===== src/rtl/line_window_sched.sv =====
// Line-buffer scheduler: writes incoming pixels into a circular NUM_LINES-row BRAM and,
// once three complete rows exist, reads back one vertical 3-pixel column per written pixel.
module line_window_sched #(
    parameter int FRAME_WIDTH  = 320,
    parameter int NUM_LINES    = 4,
    parameter int BRAM_LATENCY = 2,
    localparam int ADDR_W      = $clog2(FRAME_WIDTH * NUM_LINES)
) (
    input  logic              clk_in,
    input  logic              rst_in,
    input  logic              data_valid_in,
    input  logic [7:0]        pixel_in,
    input  logic [10:0]       hcount_in,
    input  logic [9:0]        vcount_in,
    input  logic              frame_done_in,
    output logic [ADDR_W-1:0] wr_addr_out,
    output logic [7:0]        wr_data_out,
    output logic              wr_en_out,
    output logic [ADDR_W-1:0] rd_addr_out,
    output logic              rd_en_out,
    input  logic [7:0]        rd_data_in,
    output logic [7:0]        col_top_out,
    output logic [7:0]        col_mid_out,
    output logic [7:0]        col_bot_out,
    output logic [10:0]       col_hcount_out,
    output logic [9:0]        col_vcount_out,
    output logic              col_valid_out,
    output logic              busy_out,
    output logic              overrun_out
);

    localparam int SLOT_W = $clog2(NUM_LINES);
    localparam int CNT_W  = $clog2(BRAM_LATENCY + 3);

    typedef enum logic [1:0] {IDLE, ISSUE, DRAIN, EMIT} state_t;

    state_t              state_q, state_d;
    logic [CNT_W-1:0]    cnt_q, cnt_d;
    logic [SLOT_W-1:0]   wr_slot_q, wr_slot_d;
    logic [1:0]          filled_q, filled_d;
    logic [9:0]          last_v_q, last_v_d;
    logic [10:0]         req_h_q, req_h_d;
    logic [9:0]          req_v_q, req_v_d;
    logic [SLOT_W-1:0]   req_slot_q, req_slot_d;
    logic                pend_q, pend_d;
    logic [10:0]         pend_h_q, pend_h_d;
    logic [9:0]          pend_v_q, pend_v_d;
    logic [SLOT_W-1:0]   pend_slot_q, pend_slot_d;
    logic                overrun_q, overrun_d;
    logic                wr_en_q, wr_en_d;
    logic [7:0]          wr_data_q, wr_data_d;
    logic [ADDR_W-1:0]   wr_addr_q, wr_addr_d;
    logic [7:0]          cap0_q, cap0_d, cap1_q, cap1_d;
    logic [7:0]          col_top_q, col_top_d, col_mid_q, col_mid_d, col_bot_q, col_bot_d;
    logic [10:0]         col_h_q, col_h_d;
    logic [9:0]          col_v_q, col_v_d;
    logic                col_valid_q, col_valid_d;
    logic [BRAM_LATENCY-1:0] tag_vld_q, tag_vld_d;
    logic [1:0]          tag_idx_q [BRAM_LATENCY];
    logic [1:0]          tag_idx_d [BRAM_LATENCY];

    logic [SLOT_W-1:0]   eff_slot, slot_new;
    logic [1:0]          eff_filled, filled_new;
    logic [9:0]          eff_last_v;
    logic                req_fire, pend_live, take_req, take_pend;
    int                  rd_slot;

    // Line tracking and write path; a coincident frame_done_in is applied before the pixel.
    always_comb begin
        eff_slot   = frame_done_in ? '0 : wr_slot_q;
        eff_filled = frame_done_in ? '0 : filled_q;
        eff_last_v = frame_done_in ? '1 : last_v_q;
        slot_new   = eff_slot;
        filled_new = eff_filled;
        if (data_valid_in && (vcount_in != eff_last_v) && (eff_last_v != '1)) begin
            slot_new = (eff_slot == SLOT_W'(NUM_LINES - 1)) ? '0 : eff_slot + 1'b1;
            if (eff_filled != 2'd3) begin
                filled_new = eff_filled + 2'd1;
            end
        end
        wr_slot_d = slot_new;
        filled_d  = filled_new;
        last_v_d  = data_valid_in ? vcount_in : eff_last_v;
        req_fire  = data_valid_in && (filled_new == 2'd3);
        wr_en_d   = data_valid_in;
        wr_data_d = data_valid_in ? pixel_in : wr_data_q;
        wr_addr_d = data_valid_in ? ADDR_W'(int'(slot_new) * FRAME_WIDTH + int'(hcount_in))
                                  : wr_addr_q;
    end

    always_comb begin
        state_d     = state_q;
        cnt_d       = cnt_q;
        req_h_d     = req_h_q;
        req_v_d     = req_v_q;
        req_slot_d  = req_slot_q;
        pend_live   = pend_q && !frame_done_in;
        pend_d      = pend_live;
        pend_h_d    = pend_h_q;
        pend_v_d    = pend_v_q;
        pend_slot_d = pend_slot_q;
        overrun_d   = frame_done_in ? 1'b0 : overrun_q;
        take_req    = 1'b0;
        take_pend   = 1'b0;
        case (state_q)
            IDLE: take_req = req_fire;
            ISSUE: begin
                if (cnt_q == CNT_W'(2)) begin
                    state_d = DRAIN;
                    cnt_d   = '0;
                end else begin
                    cnt_d = cnt_q + 1'b1;
                end
            end
            DRAIN: begin
                if (cnt_q == CNT_W'(BRAM_LATENCY - 1)) begin
                    state_d = EMIT;
                    cnt_d   = '0;
                end else begin
                    cnt_d = cnt_q + 1'b1;
                end
            end
            EMIT: begin
                state_d   = IDLE;
                take_pend = pend_live;
                take_req  = !pend_live && req_fire;
            end
            default: state_d = IDLE;
        endcase
        if (take_req) begin
            state_d    = ISSUE;
            cnt_d      = '0;
            req_h_d    = hcount_in;
            req_v_d    = vcount_in;
            req_slot_d = slot_new;
        end
        if (take_pend) begin
            state_d    = ISSUE;
            cnt_d      = '0;
            req_h_d    = pend_h_q;
            req_v_d    = pend_v_q;
            req_slot_d = pend_slot_q;
            pend_d     = 1'b0;
        end
        // A request the FSM cannot start now goes to the single pending slot or is lost.
        if (req_fire && !take_req) begin
            if (!pend_d) begin
                pend_d      = 1'b1;
                pend_h_d    = hcount_in;
                pend_v_d    = vcount_in;
                pend_slot_d = slot_new;
            end else begin
                overrun_d = 1'b1;
            end
        end
    end

    // Read address and return-data tagging; the tag pipe lines up with rd_data_in.
    always_comb begin
        rd_slot = int'(req_slot_q) + NUM_LINES - 3 + int'(cnt_q);
        if (rd_slot >= NUM_LINES) begin
            rd_slot = rd_slot - NUM_LINES;
        end
        rd_en_out   = (state_q == ISSUE);
        rd_addr_out = rd_en_out ? ADDR_W'(rd_slot * FRAME_WIDTH + int'(req_h_q)) : '0;
        tag_vld_d[0] = rd_en_out;
        tag_idx_d[0] = cnt_q[1:0];
        for (int i = 1; i < BRAM_LATENCY; i++) begin
            tag_vld_d[i] = tag_vld_q[i-1];
            tag_idx_d[i] = tag_idx_q[i-1];
        end
        cap0_d = cap0_q;
        cap1_d = cap1_q;
        if (tag_vld_q[BRAM_LATENCY-1] && tag_idx_q[BRAM_LATENCY-1] == 2'd0) cap0_d = rd_data_in;
        if (tag_vld_q[BRAM_LATENCY-1] && tag_idx_q[BRAM_LATENCY-1] == 2'd1) cap1_d = rd_data_in;
        col_valid_d = 1'b0;
        col_top_d   = col_top_q;
        col_mid_d   = col_mid_q;
        col_bot_d   = col_bot_q;
        col_h_d     = col_h_q;
        col_v_d     = col_v_q;
        // The bottom pixel arrives on the same edge the FSM enters EMIT.
        if (state_q == DRAIN && state_d == EMIT) begin
            col_valid_d = 1'b1;
            col_top_d   = cap0_q;
            col_mid_d   = cap1_q;
            col_bot_d   = rd_data_in;
            col_h_d     = req_h_q;
            col_v_d     = req_v_q - 10'd2;
        end
    end

    always_ff @(posedge clk_in or negedge rst_in) begin
        if (!rst_in) begin
            state_q     <= IDLE;
            cnt_q       <= '0;
            wr_slot_q   <= '0;
            filled_q    <= '0;
            last_v_q    <= '1;
            req_h_q     <= '0;
            req_v_q     <= '0;
            req_slot_q  <= '0;
            pend_q      <= 1'b0;
            pend_h_q    <= '0;
            pend_v_q    <= '0;
            pend_slot_q <= '0;
            overrun_q   <= 1'b0;
            wr_en_q     <= 1'b0;
            wr_data_q   <= '0;
            wr_addr_q   <= '0;
            cap0_q      <= '0;
            cap1_q      <= '0;
            col_top_q   <= '0;
            col_mid_q   <= '0;
            col_bot_q   <= '0;
            col_h_q     <= '0;
            col_v_q     <= '0;
            col_valid_q <= 1'b0;
            tag_vld_q   <= '0;
            for (int i = 0; i < BRAM_LATENCY; i++) tag_idx_q[i] <= '0;
        end else begin
            state_q     <= state_d;
            cnt_q       <= cnt_d;
            wr_slot_q   <= wr_slot_d;
            filled_q    <= filled_d;
            last_v_q    <= last_v_d;
            req_h_q     <= req_h_d;
            req_v_q     <= req_v_d;
            req_slot_q  <= req_slot_d;
            pend_q      <= pend_d;
            pend_h_q    <= pend_h_d;
            pend_v_q    <= pend_v_d;
            pend_slot_q <= pend_slot_d;
            overrun_q   <= overrun_d;
            wr_en_q     <= wr_en_d;
            wr_data_q   <= wr_data_d;
            wr_addr_q   <= wr_addr_d;
            cap0_q      <= cap0_d;
            cap1_q      <= cap1_d;
            col_top_q   <= col_top_d;
            col_mid_q   <= col_mid_d;
            col_bot_q   <= col_bot_d;
            col_h_q     <= col_h_d;
            col_v_q     <= col_v_d;
            col_valid_q <= col_valid_d;
            tag_vld_q   <= tag_vld_d;
            for (int i = 0; i < BRAM_LATENCY; i++) tag_idx_q[i] <= tag_idx_d[i];
        end
    end

    assign wr_en_out      = wr_en_q;
    assign wr_data_out    = wr_data_q;
    assign wr_addr_out    = wr_addr_q;
    assign col_top_out    = col_top_q;
    assign col_mid_out    = col_mid_q;
    assign col_bot_out    = col_bot_q;
    assign col_hcount_out = col_h_q;
    assign col_vcount_out = col_v_q;
    assign col_valid_out  = col_valid_q;
    assign busy_out       = (state_q != IDLE);
    assign overrun_out    = overrun_q;

endmodule


===== config.mk =====
export PLATFORM = sky130hd
export DESIGN_NAME = line_window_sched
export DESIGN_NICKNAME = d
export VERILOG_FILES = /design/src/rtl/line_window_sched.sv
export SDC_FILE = /design/constraint.sdc
export NUM_CORES = 1
export LEC_CHECK = 0
export CELL_PAD_IN_SITES_DETAIL_PLACEMENT = 0
export CELL_PAD_IN_SITES_GLOBAL_PLACEMENT = 2
export CORE_ASPECT_RATIO = 1.1
export CORE_MARGIN = 3
export CORE_UTILIZATION = 35
export CTS_CLUSTER_DIAMETER = 100
export CTS_CLUSTER_SIZE = 12
export DETAILED_ROUTE_END_ITERATION = 16
export GPL_TIMING_DRIVEN = 0
export PLACE_DENSITY = 0.85
export SYNTH_ARGS = -nofsm -noshare
export SYNTH_HDL_FRONTEND = slang
export SYNTH_SLANG_ARGS = --single-unit

===== constraint.sdc =====
create_clock -name clk_in -period 4.35 [get_ports clk_in]
set_input_delay 0.6525 -clock clk_in [delete_from_list [all_inputs] [get_ports clk_in]]
set_output_delay 0.6525 -clock clk_in [all_outputs]
set_load 0.1 [all_outputs]

==> impl_metrics.env, run 1 <==
export IMPL_dieArea_mm2=0.0225
export IMPL_drt_initial_drc_count=201
export IMPL_grt_use_met2_pct=27.3
export IMPL_clk_path_buf_depth=2
export IMPL_ys_dominant_reg_cell="dfrtp_1"
export IMPL_drive_gt1_share_pct=22.4
export IMPL_syn_area_mm2=0.00727
export IMPL_viasPerCell=5.14
export IMPL_wl_per_cell_um=17.5
export IMPL_powerDensity_mw_per_mm2=607
export IMPL_yosys_register_bits=155
export IMPL_crit_path_end_kind="output port"
export IMPL_io_buffers=119
export IMPL_dr_pass1_iters=4
export IMPL_drv_slew=0
export IMPL_ys_seq_area_share_pct=53.5
export IMPL_synth_area_leaders="dfrtp_1 (50%), mux2_2 (14%), dfstp_2 (3.6%), ha_1 (3.6%), o21ai_0 (2.0%)"
export IMPL_min_path_type="input pin to asynchronous set/reset pin"
export IMPL_setup_viol=0
export IMPL_cts_clk_slew_worst_paths_ns=0.06
export IMPL_cts_tree="done"
export IMPL_crit_top_cell="ha_1"
export IMPL_grt_util_met1_pct=21.7
export IMPL_root_buffer="clkbuf_16"
export IMPL_routed_wl_um=17700
export IMPL_grt_usage_pct=16.3
export IMPL_grt_max_degree=98
export IMPL_die_width_um=143
export IMPL_hold_violations=0
export IMPL_clk_latency_ns=0.42
export IMPL_synth_most_common_cell="dfrtp_1"
export IMPL_cap_violations=0
export IMPL_drc=0
export IMPL_cts_buffers=17
export IMPL_top_usage_layer="met2"
export IMPL_fillers=1829
export IMPL_ioPinCount=121
export IMPL_yosys_top_cells_count="dfrtp_1 (145), mux2_2 (93), nor2_1 (37)"
export IMPL_relSlewSlack_pct=9.49
export IMPL_arrival_ns=3.56
export IMPL_core_area_mm2=0.0201
export IMPL_critPathBufInv=2
export IMPL_grt_pass1_vias=5462
export IMPL_grt_pass1_wl_um=29000
export IMPL_vias=5226
export IMPL_die_h_um=157
export IMPL_p_leak_nw=4.32
export IMPL_max_stage_delay_ns=0.40
export IMPL_cts_max_level=4
export IMPL_finalCriticalPeriod_ns=4.21
export IMPL_synth_edf_count=0
export IMPL_clock_fmax_ghz=0.237
export IMPL_ys_warnings_count=0
export IMPL_crit_path_top_delay_cell="dfrtp_1"
export IMPL_holdBufCountCts=0
export IMPL_clock_sinks=155
export IMPL_instances_no_fill=1016
export IMPL_syn_num_nets=677
export IMPL_synth_top_area_cell="dfrtp_1"
export IMPL_grt_use_met3_pct=3.65
export IMPL_synth_distinct_cells=58
export IMPL_path_cells="ha_1 -> inv_1 -> fa_2 -> xnor2_2 -> a22o_1 -> ha_1 -> ha_1 -> ha_4 -> a21oi_2 -> xnor2_2 -> xnor2_1 -> and2_4 -> buf_12"
export IMPL_syn2layout_area_growth_pct=30.1
export IMPL_status="finished clean"
export IMPL_n_antenna_cell=0
export IMPL_path_class="flip-flop to output port"
export IMPL_setup_tns_final_ns=0
export IMPL_crit_required_ns=3.70
export IMPL_synthesis_instances=612
export IMPL_dp_final_hpwl_um=13100
export IMPL_syn_area_per_cell_um2=11.9
export IMPL_synth_async_reset_ratio_pct=100
export IMPL_initial_utilization_pct=36.1
export IMPL_gp_congestion=0.806
export IMPL_ant_nets=0
export IMPL_worstPathMaxFanout=3
export IMPL_fin_nets=817
export IMPL_rows=54
export IMPL_grt_remaining_overflow=0
export IMPL_antenna_found_initial=0
export IMPL_vdd_ir_drop_max_v=0.000315
export IMPL_critPathLaunchType="flip-flop"
export IMPL_synth_top_area_share_pct=49.9
export IMPL_fin_crit_sh_pct=96.8
export IMPL_crit_family="adder cells"
export IMPL_placedCellCount=984
export IMPL_worstMarginPinSlew_ns=1.35
export IMPL_fin_skew_ns=0.00915
-- worst register-to-register path: stages (launching register included) --
cell and delay [ns]:
dfstp_2 0.58, nand4_1 0.10, o31ai_1 0.67, nand2b_1 0.22, a21oi_1 0.04, or4_1 0.68, ha_1 0.28, fa_1 0.43
a21o_1 0.18, a21oi_1 0.20, xnor2_1 0.08, mux2_2 0.26
-- report_power, final --
group | leakage (nW) | internal (W) | switching, W | total, W
combinational | 2.03 | 0.000882 | 0.00130 | 0.00218
sequential | 2.01 | 0.00180 | 0.000261 | 0.00206
clock | 0.282 | 0.000908 | 0.000603 | 0.00151
total | 4.32 | 0.00359 | 0.00216 | 0.00574
-- kinds of logic (layout without fill, tap and decap cells) --
| kind of cell | Yosys count | in the layout | share of synthesized area (%) |
|---|---|---|---|
| and+or+nand+nor | 141 | 141 | 9.95 |
| DFF | 155 | 155 | 53.5 |
| muxes | 103 | 103 | 16.4 |
| AOI/OAI and AO/OA | 108 | 108 | 9.57 |
| adders and majority gates | 24 | 24 | 4.44 |
| xor gates and xnor gates | 23 | 23 | 2.77 |
| buffers and inverters | 58 | 210 | 3.31 |
-- metrics by stage --
step                setup slack, ns  hold slack [ns]  power [W]  util (%)  cell area, um2
global placement              -3.50            0.334    0.00409      43.6            8770
CTS                          0.0237            0.212    0.00570      46.7            9410
floorplan                     0.211            0.331    0.00359         -            7270
finish                        0.139            0.193    0.00574      47.0            9460
detailed placement           -0.477            0.336    0.00415      43.7            8800
global route               -0.00411            0.229    0.00609      47.0            9460
-- per-layer routing --
metal | share of wire, % | up-vias | wire length [um]
li1 | - | 2475 | -
met1 | 46 | 2593 | 8150
met2 | 48 | 139 | 8510
met3 | 5.0 | 19 | 893
met4 | 0.99 | 0 | 176
met5 | 0 | - | 0
-- worst paths after layout --
path | start | end | slack [ns] | cells after the start
min in group clk_in | tag_vld_q[0] | tag_vld_q[1] | 0.35 | 0
min | rst_in | col_top_out[7] | 0.19 | 1
max in group asynchronous | rst_in | last_v_q[7] | 3.27 | 2
min reg2reg | tag_vld_q[0] | tag_vld_q[1] | 0.35 | 0
max reg2reg | last_v_q[9] | wr_addr_out[10] | 0.50 | 11
max | req_slot_q[0] | rd_addr_out[10] | 0.14 | 13
-- what timing repair did --
item,in CTS,in global routing
endpoints found under the setup margin,3,1
gates resized for setup,18,7
pin swaps,0,3
cloned,0,0
setup buffers,0,1
-- sequential cells by signal, indices dropped and copies added, names as in the netlist, 10 cells and up --
signal          flops
pend_v_q           10
req_v_q            10
pend_h_q           11
last_v_q           10
col_hcount_out     11
req_h_q            11
col_vcount_out     10
wr_addr_out        11
-- placed cells by master (no fill, tap or decap), types with 4 or more instances in the layout --
cell type,n
and2_1,10
clkdlybuf4s50_1,115
o211ai_1,4
xor2_1,10
nor2_1,37
mux2_4,9
inv_1,25
nor4_1,5
nand3_1,23
mux2_2,93
nor3_1,17
a21oi_1,23
nand2_1,16
o21ai_0,29
ha_1,20
clkbuf_1,22
a21o_1,5
dfstp_2,10
clkbuf_16,17
xnor2_1,11
nand2b_1,5
buf_1,4
dfrtp_1,144
a31oi_1,21
nand4_1,4
nor2b_1,6
buf_2,7
-- cell type report --
type	instances	area [um2]	area share [%]
plain buffers	32	143	1.51
clock buffers	19	433	4.58
clock inverters	12	164	1.73
flip-flops and latches	155	3890	41.2
repair buffers	121	1230	13.0
multi-input cells	399	3180	33.6
inverters	26	97.6	1.03
well taps	252	315	3.33
Note: power is estimated with default switching activity, not from simulation.
==> run 2: changes to the inputs <==
--- a/config.mk
+++ b/config.mk
@@ -14,6 +14,7 @@
 export CTS_CLUSTER_SIZE = 12
 export DETAILED_ROUTE_END_ITERATION = 16
 export GPL_TIMING_DRIVEN = 0
+export HOLD_SLACK_MARGIN = 0.15
 export PLACE_DENSITY = 0.85
 export SYNTH_ARGS = -nofsm -noshare
 export SYNTH_HDL_FRONTEND = slang
==> results of run 2 <==
Same layout as run 1: the final DEF is identical, and so are final timing and power.
==> run 3: changes to the inputs <==
--- a/config.mk
+++ b/config.mk
@@ -14,7 +14,7 @@
 export CTS_CLUSTER_SIZE = 12
 export DETAILED_ROUTE_END_ITERATION = 16
 export GPL_TIMING_DRIVEN = 0
-export HOLD_SLACK_MARGIN = 0.15
+export HOLD_SLACK_MARGIN = 0.02
 export PLACE_DENSITY = 0.85
 export SYNTH_ARGS = -nofsm -noshare
 export SYNTH_HDL_FRONTEND = slang
==> results of run 3 <==
Same layout as run 1: the final DEF is identical, and so are final timing and power.
